**src/rtl/csi_pkg.sv**
```systemverilog
// Shared CSI-2 packet constants, the receive-side state type and the 6-bit header ECC function.
package csi_pkg;

    localparam logic [5:0] DT_FS    = 6'h00;
    localparam logic [5:0] DT_FE    = 6'h01;
    localparam logic [5:0] DT_LS    = 6'h02;
    localparam logic [5:0] DT_LE    = 6'h03;
    localparam logic [5:0] DT_RAW10 = 6'h2B;

    // Data types below this value are short packets.
    localparam logic [5:0] DT_LONG_MIN = 6'h10;

    typedef enum logic [1:0] {
        StHdr,
        StPayload,
        StSkip
    } csi_state_e;

    // Each ECC bit is the parity of a fixed subset of the 24 header bits.
    function automatic logic [5:0] csi_ecc(input logic [23:0] d);
        logic [5:0] p;
        p[0] = ^(d & 24'hF12CB7);
        p[1] = ^(d & 24'hF2555B);
        p[2] = ^(d & 24'h749A6D);
        p[3] = ^(d & 24'hB8E38E);
        p[4] = ^(d & 24'hDF03F0);
        p[5] = ^(d & 24'hEFFC00);
        return p;
    endfunction

endpackage

```
**src/rtl/csi_ecc_check.sv**
```systemverilog
// Combinational check of a received packet header against its 6-bit ECC field.
module csi_ecc_check
    import csi_pkg::*;
(
    input  logic [23:0] hdr_i,
    input  logic [5:0]  ecc_i,
    output logic        ecc_ok_o
);

    assign ecc_ok_o = (csi_ecc(hdr_i) == ecc_i);

endmodule

```
**src/rtl/csi_packet_parser.sv**
```systemverilog
// CSI-2 packet parser: decodes word-aligned headers, emits sync pulses and forwards RAW10
// payload words with byte enables; every output is registered one cycle after its input word.
module csi_packet_parser
    import csi_pkg::*;
#(
    parameter logic [1:0]  VC       = 2'd0,
    parameter logic [5:0]  DT_RAW10 = 6'h2B,
    parameter int unsigned WC_W     = 16
) (
    input  logic            clk_i,
    input  logic            rst_ni,
    input  logic [31:0]     byte_data_i,
    input  logic            byte_valid_i,
    input  logic            lp_i,
    output logic [31:0]     data_o,
    output logic            data_valid_o,
    output logic [3:0]      data_be_o,
    output logic            fsync_o,
    output logic            fend_o,
    output logic            lsync_o,
    output logic            line_end_o,
    output logic            ecc_err_o,
    output logic            trunc_err_o,
    output logic [WC_W-1:0] line_cnt_o
);

    localparam logic [WC_W:0]   REM_FOUR = (WC_W+1)'(4);
    localparam logic [WC_W:0]   REM_CRC  = (WC_W+1)'(2);
    localparam logic [WC_W-1:0] PAY_FOUR = WC_W'(4);

    csi_state_e      state_q;
    logic [WC_W:0]   rem_q;
    logic [WC_W-1:0] pay_q;
    logic            first_q;
    logic [31:0]     data_q;
    logic [3:0]      be_q;
    logic            data_valid_q;
    logic            fsync_q;
    logic            fend_q;
    logic            lsync_q;
    logic            line_end_q;
    logic            ecc_err_q;
    logic            trunc_err_q;
    logic [WC_W-1:0] line_cnt_q;

    logic            ecc_ok;
    logic [1:0]      hdr_vc;
    logic [5:0]      hdr_dt;
    logic [WC_W-1:0] hdr_wc;
    logic [2:0]      pay_n;
    logic [2:0]      rem_n;
    logic [3:0]      pay_be;

    csi_ecc_check u_ecc_check (
        .hdr_i    (byte_data_i[23:0]),
        .ecc_i    (byte_data_i[29:24]),
        .ecc_ok_o (ecc_ok)
    );

    assign hdr_vc = byte_data_i[7:6];
    assign hdr_dt = byte_data_i[5:0];
    assign hdr_wc = WC_W'(byte_data_i[23:8]);

    always_comb begin
        pay_n = (pay_q >= PAY_FOUR) ? 3'd4 : pay_q[2:0];
        rem_n = (rem_q >= REM_FOUR) ? 3'd4 : rem_q[2:0];
        case (pay_n)
            3'd0:    pay_be = 4'b0000;
            3'd1:    pay_be = 4'b0001;
            3'd2:    pay_be = 4'b0011;
            3'd3:    pay_be = 4'b0111;
            default: pay_be = 4'b1111;
        endcase
    end

    always_ff @(posedge clk_i or negedge rst_ni) begin
        if (!rst_ni) begin
            state_q      <= StHdr;
            rem_q        <= '0;
            pay_q        <= '0;
            first_q      <= 1'b0;
            data_q       <= '0;
            be_q         <= '0;
            data_valid_q <= 1'b0;
            fsync_q      <= 1'b0;
            fend_q       <= 1'b0;
            lsync_q      <= 1'b0;
            line_end_q   <= 1'b0;
            ecc_err_q    <= 1'b0;
            trunc_err_q  <= 1'b0;
            line_cnt_q   <= '0;
        end else begin
            // Valid and pulse outputs last one cycle; data, enables and counters hold.
            data_valid_q <= 1'b0;
            fsync_q      <= 1'b0;
            fend_q       <= 1'b0;
            lsync_q      <= 1'b0;
            line_end_q   <= 1'b0;
            ecc_err_q    <= 1'b0;
            trunc_err_q  <= 1'b0;

            if (lp_i && state_q != StHdr) begin
                trunc_err_q <= 1'b1;
                state_q     <= StHdr;
            end else if (byte_valid_i) begin
                unique case (state_q)
                    StHdr: begin
                        if (!ecc_ok) begin
                            ecc_err_q <= 1'b1;
                        end else if (hdr_dt < DT_LONG_MIN) begin
                            if (hdr_vc == VC) begin
                                case (hdr_dt)
                                    DT_FS: begin
                                        fsync_q    <= 1'b1;
                                        line_cnt_q <= '0;
                                    end
                                    DT_FE:   fend_q  <= 1'b1;
                                    DT_LS:   lsync_q <= 1'b1;
                                    default: ;
                                endcase
                            end
                        end else begin
                            rem_q   <= {1'b0, hdr_wc} + REM_CRC;
                            pay_q   <= hdr_wc;
                            first_q <= 1'b1;
                            state_q <= (hdr_vc == VC && hdr_dt == DT_RAW10) ? StPayload : StSkip;
                        end
                    end
                    StPayload: begin
                        if (pay_n != 3'd0) begin
                            data_q       <= byte_data_i;
                            be_q         <= pay_be;
                            data_valid_q <= 1'b1;
                            lsync_q      <= first_q;
                            first_q      <= 1'b0;
                            if (pay_q <= PAY_FOUR) begin
                                line_end_q <= 1'b1;
                                if (line_cnt_q != '1) begin
                                    line_cnt_q <= line_cnt_q + 1'b1;
                                end
                            end
                        end
                        pay_q <= pay_q - WC_W'(pay_n);
                        rem_q <= rem_q - (WC_W+1)'(rem_n);
                        if (rem_q <= REM_FOUR) begin
                            state_q <= StHdr;
                        end
                    end
                    StSkip: begin
                        rem_q <= rem_q - (WC_W+1)'(rem_n);
                        if (rem_q <= REM_FOUR) begin
                            state_q <= StHdr;
                        end
                    end
                    default: state_q <= StHdr;
                endcase
            end
        end
    end

    assign data_o       = data_q;
    assign data_be_o    = be_q;
    assign data_valid_o = data_valid_q;
    assign fsync_o      = fsync_q;
    assign fend_o       = fend_q;
    assign lsync_o      = lsync_q;
    assign line_end_o   = line_end_q;
    assign ecc_err_o    = ecc_err_q;
    assign trunc_err_o  = trunc_err_q;
    assign line_cnt_o   = line_cnt_q;

endmodule

```
**config.mk**
```make
export PLATFORM = sky130hd
export DESIGN_NAME = csi_packet_parser
export DESIGN_NICKNAME = d
export VERILOG_FILES = /design/src/rtl/csi_pkg.sv /design/src/rtl/csi_ecc_check.sv /design/src/rtl/csi_packet_parser.sv
export SDC_FILE = /design/constraint.sdc
export NUM_CORES = 1
export LEC_CHECK = 0
export BUFFER_PORTS_ARGS = -buffer_cell sky130_fd_sc_hd__buf_2
export CAP_MARGIN = 20
export CORE_ASPECT_RATIO = 0.8
export CORE_MARGIN = 4
export CORE_UTILIZATION = 57
export DETAILED_ROUTE_END_ITERATION = 6
export HOLD_SLACK_MARGIN = 0.15
export PLACE_DENSITY = 0.8
export SLEW_MARGIN = 30
export SYNTH_ARGS = -nofsm -noshare
export SYNTH_HDL_FRONTEND = slang
export SYNTH_HIERARCHICAL = 1
export SYNTH_SLANG_ARGS = --single-unit
```
**constraint.sdc**
```tcl
create_clock -name clk_i -period 3.61 [get_ports clk_i]
set_input_delay 0.1805 -clock clk_i [delete_from_list [all_inputs] [get_ports clk_i]]
set_output_delay 0.1805 -clock clk_i [all_outputs]
set_load 0.01 [all_outputs]
```
==> impl_results.md, run 1 <==
* Status: finished clean
* Slowest CP cell: dlygate4sd3_1
* Site Rows at 32
* Worst skew pair latency at 350 ps
* Post-synthesis cell area at 5820 um2
* Post-synth top area cell: dfrtp_1
* CP Max Fanout at 4
* Post-detail-place hpwl at 11,600 um
* Synth top cells by count: dfrtp_1 (95), nor2_1 (58), xnor2_1 (58), nand2_1 (51), a21oi_1 (44)
* Mean Syn Cell Area at 9.62 um2
* Finished Layout Cells at 859
* WL final at 16,400 um
* Worst VDD drop at 0.000340 V
* Die area at 11,900 um2
* Final Hold Vio Count at 0
* Top FF cell, synth: dfrtp_1
* Antenna Cells at 0
* Routability Congestion at 0.974
* CP peak stage delay at 530 ps
* DP Cell Count at 831
* Seq cells post-synth at 95
* Register area share after synthesis at 40.8%
* Via density at 6.12
* Vias in the first global route at 5,139
* WP data required at 3850 ps
* Crit path to: line_cnt_o[15]
* Vias post-DR at 5,254
* Delay-heaviest family, CP: compound AO/OA/AOI/OAI gates
* Power Total at 3840 uW
* Worst R2R Path Depth at 10
* Crit path from: byte_data_i[26]
* Die extent in x at 121 um
* Final max-slew violation count at 0
* CTS Buffer Depth at 2
* First-pass GRT wire length at 26,700 um
* Cells after synthesis at 605
* WP data arrival at 3630 ps
* Fin Setup TNS at 0 ps
* Max Freq at 0.295 GHz
* Final period util at 94.0%
* Layout cell share with drive strength beyond 1 at 26.0%
* Setup CP Type: in -> reg
* TritonCTS clock tree: built
* Tmin final at 3390 ps
* Final Core Density at 71.0%
* Async set or reset register ratio after synthesis at 100%
* Setup bufs post-CTS at 0
* Unique masters post-synth at 68
* CTS sink cnt at 95
* Lkg Pwr at 0.00311 uW
* CTS Buf Count at 9
* Clock transition at path regs at 60 ps
* Worst Skew at 6.93 ps
* Core Region at 9810 um2
* Synth Warn # at 6
* Slew headroom at 51.7%
* H-tree depth at 3
* Antenna violations before repair at 0
* CP Depth at 15
* Clk root buf: clkbuf_16
* Input/output buffers at 94
* Most used cell, CP: xnor2_1
* Critical-path cell list: dlygate4sd3_1 -> buf_2 -> xor2_1 -> xnor2_1 -> xnor2_1 -> xnor2_1 -> or3_1 -> a2111oi_4 -> or2b_4 -> o41ai_4 -> nand2_4 -> buf_4 -> a2111oi_4 -> xnor2_1 -> nor2_1
* Actual slew at the worst max-slew pin at 725 ps
* Largest net degree at the start of global routing at 79
* Initial DRC count at 597
* GRT Overall Usage at 28.3%
* IO Count at 95
* Post-synth EDFFs at 0
* Final setup viols at 0
* Die Y at 98.4 um
* Nets at 760
* Drt first pass iters at 6
* Antenna Nets Post-Route at 0
* Worst setup SP type: primary input
* Maxcap violations at 0
* DRC viols at 0
* RR Endpoint: pay_q[12]
* Reg2reg start: pay_q[4]
* Nature of the critical path endpoint: flop
* Layout area overhead at 19.7%
* Count leader, synth: dfrtp_1
* GR Overflow Total at 0
* WP buf/inv at 3
* R2r setup slk at 540 ps
* Avg WL per Cell at 19.1 um
* Yosys top cell area share at 40.8%
* Ranking of synthesized cells by area: dfrtp_1 (41%), xnor2_1 (8.7%), mux2_2 (6.2%), a21oi_1 (3.8%), nor2_1 (3.7%)
* Power per cell area at 550 nW/um2
* Starting Density at 59.4%
* Worst min path class: in -> reg
## per-stage QoR
step	cell area, um2	hold slack [ps]	worst slack, ps
final	6970	168	217
after global routing	6970	181	-34.5
after CTS	6950	166	45.5
after detailed placement	6520	269	134
after global placement	6520	407	248
after floorplan	5830	-115	459
## layout make-up
class	count	area, um2
inverters	14	52.6
repair buffers	129	769
flip-flops and latches	95	2380
well taps	136	170
fillers	732	2840
multi-input cells	469	3280
clock inverters	5	82.6
clock buffers	11	233
## tightest hold or removal path: cells and delay by family
kind | cells | cell delay [ps]
AND/OR/NAND/NOR | 1 | 120
buffers and inverters | 2 | 180
## flip-flops by register name, indices dropped and copies added, names as in the netlist
name / flops
data_valid_o: 1
fsync_o: 1
ecc_err_o: 1
data_o: 32
data_be_o: 4
line_end_o: 1
rem_q: 17
lsync_o: 1
pay_q: 16
state_q: 2
trunc_err_o: 1
fend_o: 1
first_q: 1
line_cnt_o: 16
## worst min-delay path by stage
stage                     slack [ps]           start             end  depth (start not counted)
after global placement           410          rst_ni  line_cnt_o[11]                          1
after CTS                        170  byte_data_i[6]       data_o[6]                          2
final                            170            lp_i     trunc_err_o                          3
after detailed placement         270          rst_ni  line_cnt_o[12]                          1
after global routing             180  byte_data_i[6]       data_o[6]                          2
after floorplan                 -120          rst_ni    data_be_o[0]                          0
## repair_timing
item / CTS / global route
endpoints found under the setup margin: 0 / 22
hold buffers: 12 / 0
hold endpoints to repair: 88 / 0
gates resized for setup: 0 / 2
## kinds of logic after synthesis
| kind of cell | Yosys count | synth area share, % |
|---|---|---|
| compound gates | 144 | 18.2 |
| xor+xnor | 75 | 12.0 |
| fa+ha+maj | 6 | 1.29 |
| buf+inv | 42 | 3.33 |
| flops | 95 | 40.8 |
| mux | 33 | 6.36 |
| other cells | 1 | 0.0644 |
| simple gates | 209 | 18.0 |
## report_power, final
group	leakage [uW]	internal [uW]	total, uW	switching, uW
Combinational	0.00173	528	1250	718
Sequential	0.00124	1290	1570	277
Clock	0.000142	608	1020	416
Total	0.00311	2420	3840	1410
## layer usage
metal  GRT usage (%)  part of all wire (%)  routed length, um
met1            39.7                    43               7130
met2            42.0                    45               7480
met3            7.53                   8.2               1350
met4            10.6                   2.9                484
met5               0                     0                  0
## layout by cell type (no fill, tap or decap), types with 9 or more instances in the layout
cell type	n
nand3_1	24
nand4_1	11
buf_4	23
nand2_1	51
mux2_2	32
nor3_1	18
clkbuf_16	9
xor2_1	14
buf_2	93
nor2_1	58
dfrtp_1	95
o21ai_0	28
xnor2_1	58
inv_1	13
dlygate4sd3_1	12
a21oi_1	43
(Power assumes the default switching activity.)
==> run 2: changes to the inputs <==
--- a/config.mk
+++ b/config.mk
@@ -9,10 +9,10 @@
 export CAP_MARGIN = 20
 export CORE_ASPECT_RATIO = 0.8
 export CORE_MARGIN = 4
-export CORE_UTILIZATION = 57
+export CORE_UTILIZATION = 60
 export DETAILED_ROUTE_END_ITERATION = 6
 export HOLD_SLACK_MARGIN = 0.15
-export PLACE_DENSITY = 0.8
+export PLACE_DENSITY = 0.84
 export SLEW_MARGIN = 30
 export SYNTH_ARGS = -nofsm -noshare
 export SYNTH_HDL_FRONTEND = slang
==> constraint.sdc (replaced) <==
create_clock -name clk_i -period 4.4 [get_ports clk_i]
set_input_delay 0.22 -clock clk_i [delete_from_list [all_inputs] [get_ports clk_i]]
set_output_delay 0.22 -clock clk_i [all_outputs]
set_load 0.01 [all_outputs]
==> run 2 against run 1 <==
Against the previous run: hold slack got worse by 2.8 ps; critical path depth shrank 1; critical path type unchanged; power down 19%; highest routed layer unchanged; routed wire length decreased by 7.8%.
==> impl_results.md, run 2 (synthesized netlist as in run 1, its figures left out) <==
* Status: finished clean
* Worst skew pair latency at 350 ps
* CTS sink cnt at 95
* Die area at 11,400 um2
* Nets at 735
* Maxcap violations at 0
* CP Depth at 14
* IO Count at 95
* Antenna violations before repair at 0
* DR top layer: met4
* Worst VDD drop at 0.000278 V
* CTS Buf Count at 9
* CP Max Fanout at 13
* Max FFs per register at 32
* WP data required at 4640 ps
* Wire length on met3 at 1320 um
* Vias in the first global route at 4,786
* Final Hold Vio Count at 0
* Setup bufs post-CTS at 0
* Fill cells at 653
* WP data arrival at 4010 ps
* WL met2 at 6730 um
* Antenna Cells at 0
* WP buf/inv at 3
* Core Region at 9270 um2
* Nature of the critical path endpoint: flop
* Via density at 6.27
* Post-detail-place hpwl at 11,000 um
* Final max-slew violation count at 0
* Die Y at 96.1 um
* Final period util at 85.7%
* Met1 WL at 6880 um
* Tmin final at 3770 ps
* WL final at 15,200 um
* Clk root buf: clkbuf_16
* Site Rows at 31
* Setup slack after layout at 631 ps
* Commonest cells after routing, fill and taps aside: dfrtp_1 (95), buf_2 (93), nor2_1 (58), xnor2_1 (58), nand2_1 (51)
* CTS Buffer Depth at 2
* Most common cell after layout, fill and taps aside: dfrtp_1
* DRC viols at 0
* Slew headroom at 53.3%
* Slowest CP cell: dlygate4sd3_1
* Layout cell share with drive strength beyond 1 at 24.9%
* Antenna Nets Post-Route at 0
* Worst setup SP type: primary input
* Setup CP Type: in -> reg
* Die extent in x at 118 um
* Critical-path cell list: dlygate4sd3_1 -> buf_2 -> xnor3_1 -> xor2_1 -> xnor2_1 -> and2_1 -> mux2i_1 -> a2111oi_2 -> or2b_2 -> o41ai_4 -> nand2_4 -> nor2_1 -> buf_4 -> nor2_1
* Worst Skew at 9.97 ps
* Lkg Pwr at 0.00301 uW
* H-tree depth at 3
* Final setup viols at 0
* GRT Overall Usage at 27.9%
* Routability Congestion at 0.911
* Max Freq at 0.265 GHz
* Initial DRC count at 358
* Input/output buffers at 94
* Layout area overhead at 15.7%
* Worst min path class: in -> reg
* GR Overflow Total at 0
* Clock transition at path regs at 70 ps
* First-pass GRT wire length at 25,300 um
* Delay-heaviest family, CP: simple AND/OR/NAND/NOR gates
* Vias post-DR at 5,096
* Setup WS pre-CTS at 589 ps
* Starting Density at 62.8%
* Largest net degree at the start of global routing at 49
* TritonCTS clock tree: built
* Fin Setup TNS at 0 ps
* Hold_buf cts at 4
* CP peak stage delay at 530 ps
* Drt first pass iters at 4
* Post-cts sizing count at 0
* Actual slew at the worst max-slew pin at 698 ps
* Most used cell, CP: nor2_1
* Power per cell area at 461 nW/um2
* Unrepaired setup endpoints after global routing: false
* Worst R2R Path Depth at 10
* Avg WL per Cell at 18.7 um
* Hold depth at 2
run 2: final cells by class:
class	count	area (um2)	area share, %
inverter	14	52.6	0.780
tap	115	144	2.14
clock buffer	9	225	3.34
timing repair buffer	104	566	8.39
multi-input combinational	469	3270	48.6
sequential	95	2380	35.3
clock inverter	7	101	1.50
run 2: worst paths after layout:
path	from	endpoint	slack [ps]
worst max register to register	pay_q[4]	pay_q[12]	1380
worst max-delay path	byte_data_i[24]	line_cnt_o[13]	630
worst min-delay path	byte_data_i[29]	data_o[29]	170
worst min register to register	data_be_o[0]	data_be_o[0]	470
max in group asynchronous	rst_ni	data_o[9]	2960
min in group asynchronous	rst_ni	line_cnt_o[11]	420
run 2: metrics by stage:
| step | area (um2) | util (%) | total power [uW] | instances | hold WS [ps] |
|---|---|---|---|---|---|
| floorplan | 5830 | - | 1960 | 606 | -75.6 |
| global placement | 6350 | 68.5 | 2180 | 792 | 270 |
| detailed placement | 6370 | 68.7 | 2240 | 793 | 281 |
| CTS | 6740 | 72.7 | 3100 | 813 | 151 |
| global route | 6740 | 72.7 | 3300 | 813 | 170 |
| finish | 6740 | 72.7 | 3110 | 813 | 165 |
run 2: routing by layer:
metal	up-vias	global-route usage [%]
met5	-	0
li1	2378	-
met2	239	43.4
met1	2455	40.0
met4	0	6.83
met3	24	6.29
run 2: report_power, final:
part	total, uW	internal [uW]	switching, uW
combinational	962	404	558
sequential	1280	1060	227
clock	862	504	358
total	3110	1970	1140
